--- src/rtl/regfile_wb_scheduler.sv ---
// Writeback scheduler: round-robin arbitration of two producers onto the single
// register-file write port, plus a pending-write scoreboard for decode hazards.
module regfile_wb_scheduler #(
  parameter int DWIDTH = 32
) (
  input  logic              clk,
  input  logic              rst,
  input  logic              a_valid_i,
  output logic              a_ready_o,
  input  logic [4:0]        a_rd_i,
  input  logic [DWIDTH-1:0] a_data_i,
  input  logic              b_valid_i,
  output logic              b_ready_o,
  input  logic [4:0]        b_rd_i,
  input  logic [DWIDTH-1:0] b_data_i,
  input  logic              issue_i,
  input  logic [4:0]        issue_rd_i,
  input  logic [4:0]        rs1_i,
  input  logic [4:0]        rs2_i,
  output logic              hazard_o,
  output logic [31:0]       pending_o,
  output logic [4:0]        rd_o,
  output logic [DWIDTH-1:0] datawb_o,
  output logic              regwren_o
);

  typedef enum logic {
    PRIO_A = 1'b0,
    PRIO_B = 1'b1
  } prio_e;

  prio_e             r_prio;
  logic [4:0]        r_rd;
  logic [DWIDTH-1:0] r_data;
  logic              r_wren;
  logic [31:0]       r_pending;

  logic              w_a_ready;
  logic              w_b_ready;
  logic              w_a_xfer;
  logic              w_b_xfer;
  logic [31:0]       w_pending_next;

  // Ready looks only at the other port's valid, so there is no valid->ready
  // loop on either port; the two readies are never both high when both valid.
  assign w_a_ready = !(b_valid_i && (r_prio == PRIO_B));
  assign w_b_ready = !(a_valid_i && (r_prio == PRIO_A));
  assign w_a_xfer  = a_valid_i && w_a_ready;
  assign w_b_xfer  = b_valid_i && w_b_ready;

  always_ff @(posedge clk or negedge rst) begin
    if (!rst) begin
      r_prio <= PRIO_A;
    end else if (w_a_xfer) begin
      r_prio <= PRIO_B;
    end else if (w_b_xfer) begin
      r_prio <= PRIO_A;
    end
  end

  // NOTE: sequential state uses non-blocking assignments so every register
  // samples pre-edge values regardless of statement or block order.
  always_ff @(posedge clk or negedge rst) begin
    if (!rst) begin
      r_rd   <= '0;
      r_data <= '0;
      r_wren <= 1'b0;
    end else begin
      r_wren <= 1'b0;
      if (w_a_xfer) begin
        r_rd   <= a_rd_i;
        r_data <= a_data_i;
        r_wren <= (a_rd_i != 5'd0);
      end else if (w_b_xfer) begin
        r_rd   <= b_rd_i;
        r_data <= b_data_i;
        r_wren <= (b_rd_i != 5'd0);
      end
    end
  end

  // NOTE: the default assignment first keeps this block latch-free; the set
  // follows the clear so a same-edge reservation of the committing register wins.
  always_comb begin
    w_pending_next = r_pending;
    if (r_wren) begin
      w_pending_next[r_rd] = 1'b0;
    end
    if (issue_i && (issue_rd_i != 5'd0)) begin
      w_pending_next[issue_rd_i] = 1'b1;
    end
    w_pending_next[0] = 1'b0;
  end

  always_ff @(posedge clk or negedge rst) begin
    if (!rst) begin
      r_pending <= '0;
    end else begin
      r_pending <= w_pending_next;
    end
  end

  // Bit 0 of the scoreboard is never set, so x0 cannot raise a hazard.
  assign hazard_o  = r_pending[rs1_i] | r_pending[rs2_i] |
                     (issue_i & r_pending[issue_rd_i]);

  assign a_ready_o = w_a_ready;
  assign b_ready_o = w_b_ready;
  assign pending_o = r_pending;
  assign rd_o      = r_rd;
  assign datawb_o  = r_data;
  assign regwren_o = r_wren;

endmodule

--- config.mk ---
export PLATFORM = sky130hd
export DESIGN_NAME = regfile_wb_scheduler
export DESIGN_NICKNAME = d
export VERILOG_FILES = /design/src/rtl/regfile_wb_scheduler.sv
export SDC_FILE = /design/constraint.sdc
export NUM_CORES = 1
export LEC_CHECK = 0
export BUFFER_PORTS_ARGS = -buffer_cell sky130_fd_sc_hd__clkbuf_2
export CORE_MARGIN = 4
export CORE_UTILIZATION = 29
export CTS_CLUSTER_DIAMETER = 30
export CTS_CLUSTER_SIZE = 12
export DETAILED_ROUTE_END_ITERATION = 8
export HOLD_SLACK_MARGIN = 0.08
export PLACE_DENSITY = 0.59
export SKIP_CTS_REPAIR_TIMING = 1
export SLEW_MARGIN = 20
export SYNTH_ARGS = -nofsm -noshare
export SYNTH_HDL_FRONTEND = slang
export SYNTH_SLANG_ARGS = --single-unit
--- constraint.sdc ---
create_clock -name clk -period 3.7 [get_ports clk]
set_clock_uncertainty 0.2 [all_clocks]
set_input_delay 0.555 -clock clk [delete_from_list [all_inputs] [get_ports clk]]
set_output_delay 0.555 -clock clk [all_outputs]
set_load 0.02 [all_outputs]
==> flow_summary.json <==
{
  "ant_nets": 0,
  "seqPwrFrac": 0.389,
  "hold_viol_final": 0,
  "grt_pass1_wl_um": 18900,
  "setup_ws_ns": 0.456,
  "intPower_uw": 2020,
  "synth.distinct_cells": 40,
  "final.min_clock_period_ns": 3.24,
  "setup_viol": 0,
  "htreeDepth": 3,
  "n_antenna_cell": 0,
  "drc": 0,
  "ios": 167,
  "nFillCells": 1336,
  "grt_pass1_vias": 3643,
  "regArea_um2": 1750,
  "drt_pre_antenna_iters": 4,
  "min_period_over_period": 0.877,
  "num_vias": 3717,
  "finalSetupTns_ns": 0,
  "finish.instance_area_um2": 5190,
  "wirelength_um": 12200,
  "outcome": "finished, final reports clean",
  "yosysWarningCount": 0,
  "coreArea_um2": 13200,
  "yosysMostFrequentCell": "dfrtp_1",
  "grtUsageTotal": 0.158,
  "hp-class": "in2async",
  "peakVddDrop_mv": 0.207,
  "synthTopCellsByCount": "dfrtp_1, o21ai_0, mux2i_1, nor2_1, a21oi_1",
  "gp_congestion": 0.842,
  "die_height_um": 124,
  "end_kind": "primary output",
  "drv_cap": 0,
  "p_sw_uw": 1240,
  "rsz0062_at_grt": "no",
  "avgSynthCellArea_um2": 10.3,
  "fmax_mhz": 308,
  "port_buffers": 165,
  "root_buffer": "clkbuf_16",
  "cts_sinks": 70,
  "critPathArrivalTime_ns": 2.49,
  "nets": 626,
  "place_area_um2": 4890,
  "drive_gt1_frac": 0.399,
  "hpwl_um": 9520,
  "via_per_inst": 5.21,
  "cellPowerDensity_nw_per_um2": 628,
  "ys_ff_latch": 70,
  "seq_area_frac_synth": 0.448,
  "multi_input_area_um2": 2030,
  "synthTopCellsByArea": "dfrtp_1, mux2i_1, mux4_2, o21ai_0, a21oi_1",
  "synth.top_cell.area_share": 0.448,
  "clock_path_buffers": 2,
  "numCtsBuffers": 9,
  "clock_latency_ns": 0.32,
  "overflow": 0,
  "pwr-share-comb": 0.346,
  "die-area_um2": 15400,
  "die_x_um": 124,
  "relSlewSlack": 0.573,
  "slowest_stage": "mux4_2",
  "synth_nets": 473,
  "grt_max_degree": 38,
  "slew_violations": 0,
  "slowest_delay_ns": 0.52,
  "p_clk_frac": 0.265,
  "synth_largest_area_cell": "dfrtp_1",
  "dr.first_iter.drc_count": 164,
  "path_class": "in2out",
  "dp_worst_setup_slack_ns": 0.443,
  "cp-start-kind": "input port",
  "clk_pin_slew_ns": 0.05,
  "cp_cell_sequence": "clkbuf_2 -> mux4_2 -> mux4_2 -> or2_0 -> a221o_1 -> clkbuf_2",
  "cts_tree": "done",
  "critPathMaxFanout": 9,
  "rows": 42,
  "synth-edff-count": 0,
  "ys.flop_type": "dfrtp_1",
  "crit_required_ns": 2.94,
  "async_flop_share": 1.00,
  "power.static_leakage_uw": 0.00237,
  "post-route-util": 0.392,
  "netlist_area_um2": 3910,
  "tightest_slew_ns": 0.640,
  "syn_inst": 379,
  "area_growth_pct": 32.6,
  "swShare": 0.381,
  "antenna_found_initial": 0,
  "wl_per_cell_um": 17.1,
  "initial_core_util": 0.296
}
-- through the flow --
| step | hold slack, ns | power [uW] | instances |
|---|---|---|---|
| floorplan | 0.0594 | 1910 | 379 |
| global placement | 0.311 | 2380 | 697 |
| detailed placement | 0.324 | 2400 | 697 |
| CTS | 0.0518 | 3280 | 713 |
| global route | 0.0882 | 3440 | 713 |
| finish | 0.0299 | 3260 | 713 |
-- layout by cell type (no fill, tap or decap), types with 3 or more instances in the layout --
cell         n
mux4_2      16
nor2_1      44
o21ai_0     67
dfrtp_1     70
mux2i_1     46
buf_4        4
clkbuf_16    9
nand2_1      8
a21oi_1     37
or3b_2       7
clkbuf_2   164
nand3_1      4
o22ai_1      5
clkinv_2     3
inv_1        4
mux2_2       4
nand3b_1    10
-- critical path: cells and delay by family --
kind / cells / cell delay (ns)
AO/OA/AOI/OAI: 1 / 0.35
buffers and inverters: 2 / 0.39
multiplexers: 2 / 0.98
AND/OR/NAND/NOR: 1 / 0.21
-- flip-flops by register name (all words and copies together) (netlist names) --
signal,flops
datawb_o,32
pending_o,31
r_prio,1
rd_o,5
regwren_o,1
-- cells by family after synthesis --
kind of cell | after synthesis | synth area share
DFF | 70 | 0.448
other | 1 | 0.000958
buffers and inverters | 32 | 0.0348
muxes | 68 | 0.235
AOI/OAI and AO/OA | 119 | 0.164
and+or+nand+nor | 89 | 0.118
-- power groups by stage --
| stage | Sequential [uW] | Combinational [uW] | Clock (uW) |
|---|---|---|---|
| after floorplan | 1410 | 500 | 0 |
| after global placement | 1260 | 1120 | 0 |
| after detailed placement | 1270 | 1130 | 0 |
| after CTS | 1260 | 1130 | 885 |
| after global routing | 1290 | 1230 | 915 |
| final | 1270 | 1130 | 863 |
-- layer usage --
layer | part of all wire | track usage
met3 | 0.11 | 0.0468
met1 | 0.43 | 0.209
met5 | 0 | 0
met2 | 0.45 | 0.245
met4 | 0.013 | 0.0595
-- final timing paths --
check	from	endpoint	slack (ns)	cells past startpoint
min	rst	pending_o[11]	0.03	1
min reg2reg	datawb_o[4]	datawb_o[4]	0.33	2
max	rs2_i[2]	hazard_o	0.46	6
min in group clk	a_rd_i[3]	regwren_o	0.30	3
max in group asynchronous	rst	datawb_o[4]	2.47	2
max reg2reg	r_prio	datawb_o[0]	1.92	5
-- area by class of cell --
| class | instances | share of cell area |
|---|---|---|
| Sequential cell | 70 | 0.337 |
| Timing Repair Buffer | 170 | 0.169 |
| Tap cell | 176 | 0.0424 |
| Inverter | 4 | 0.00289 |
| Multi-Input combinational cell | 277 | 0.390 |
| Clock inverter | 4 | 0.00868 |
| Clock buffer | 12 | 0.0494 |
(Power assumes the default switching activity.)
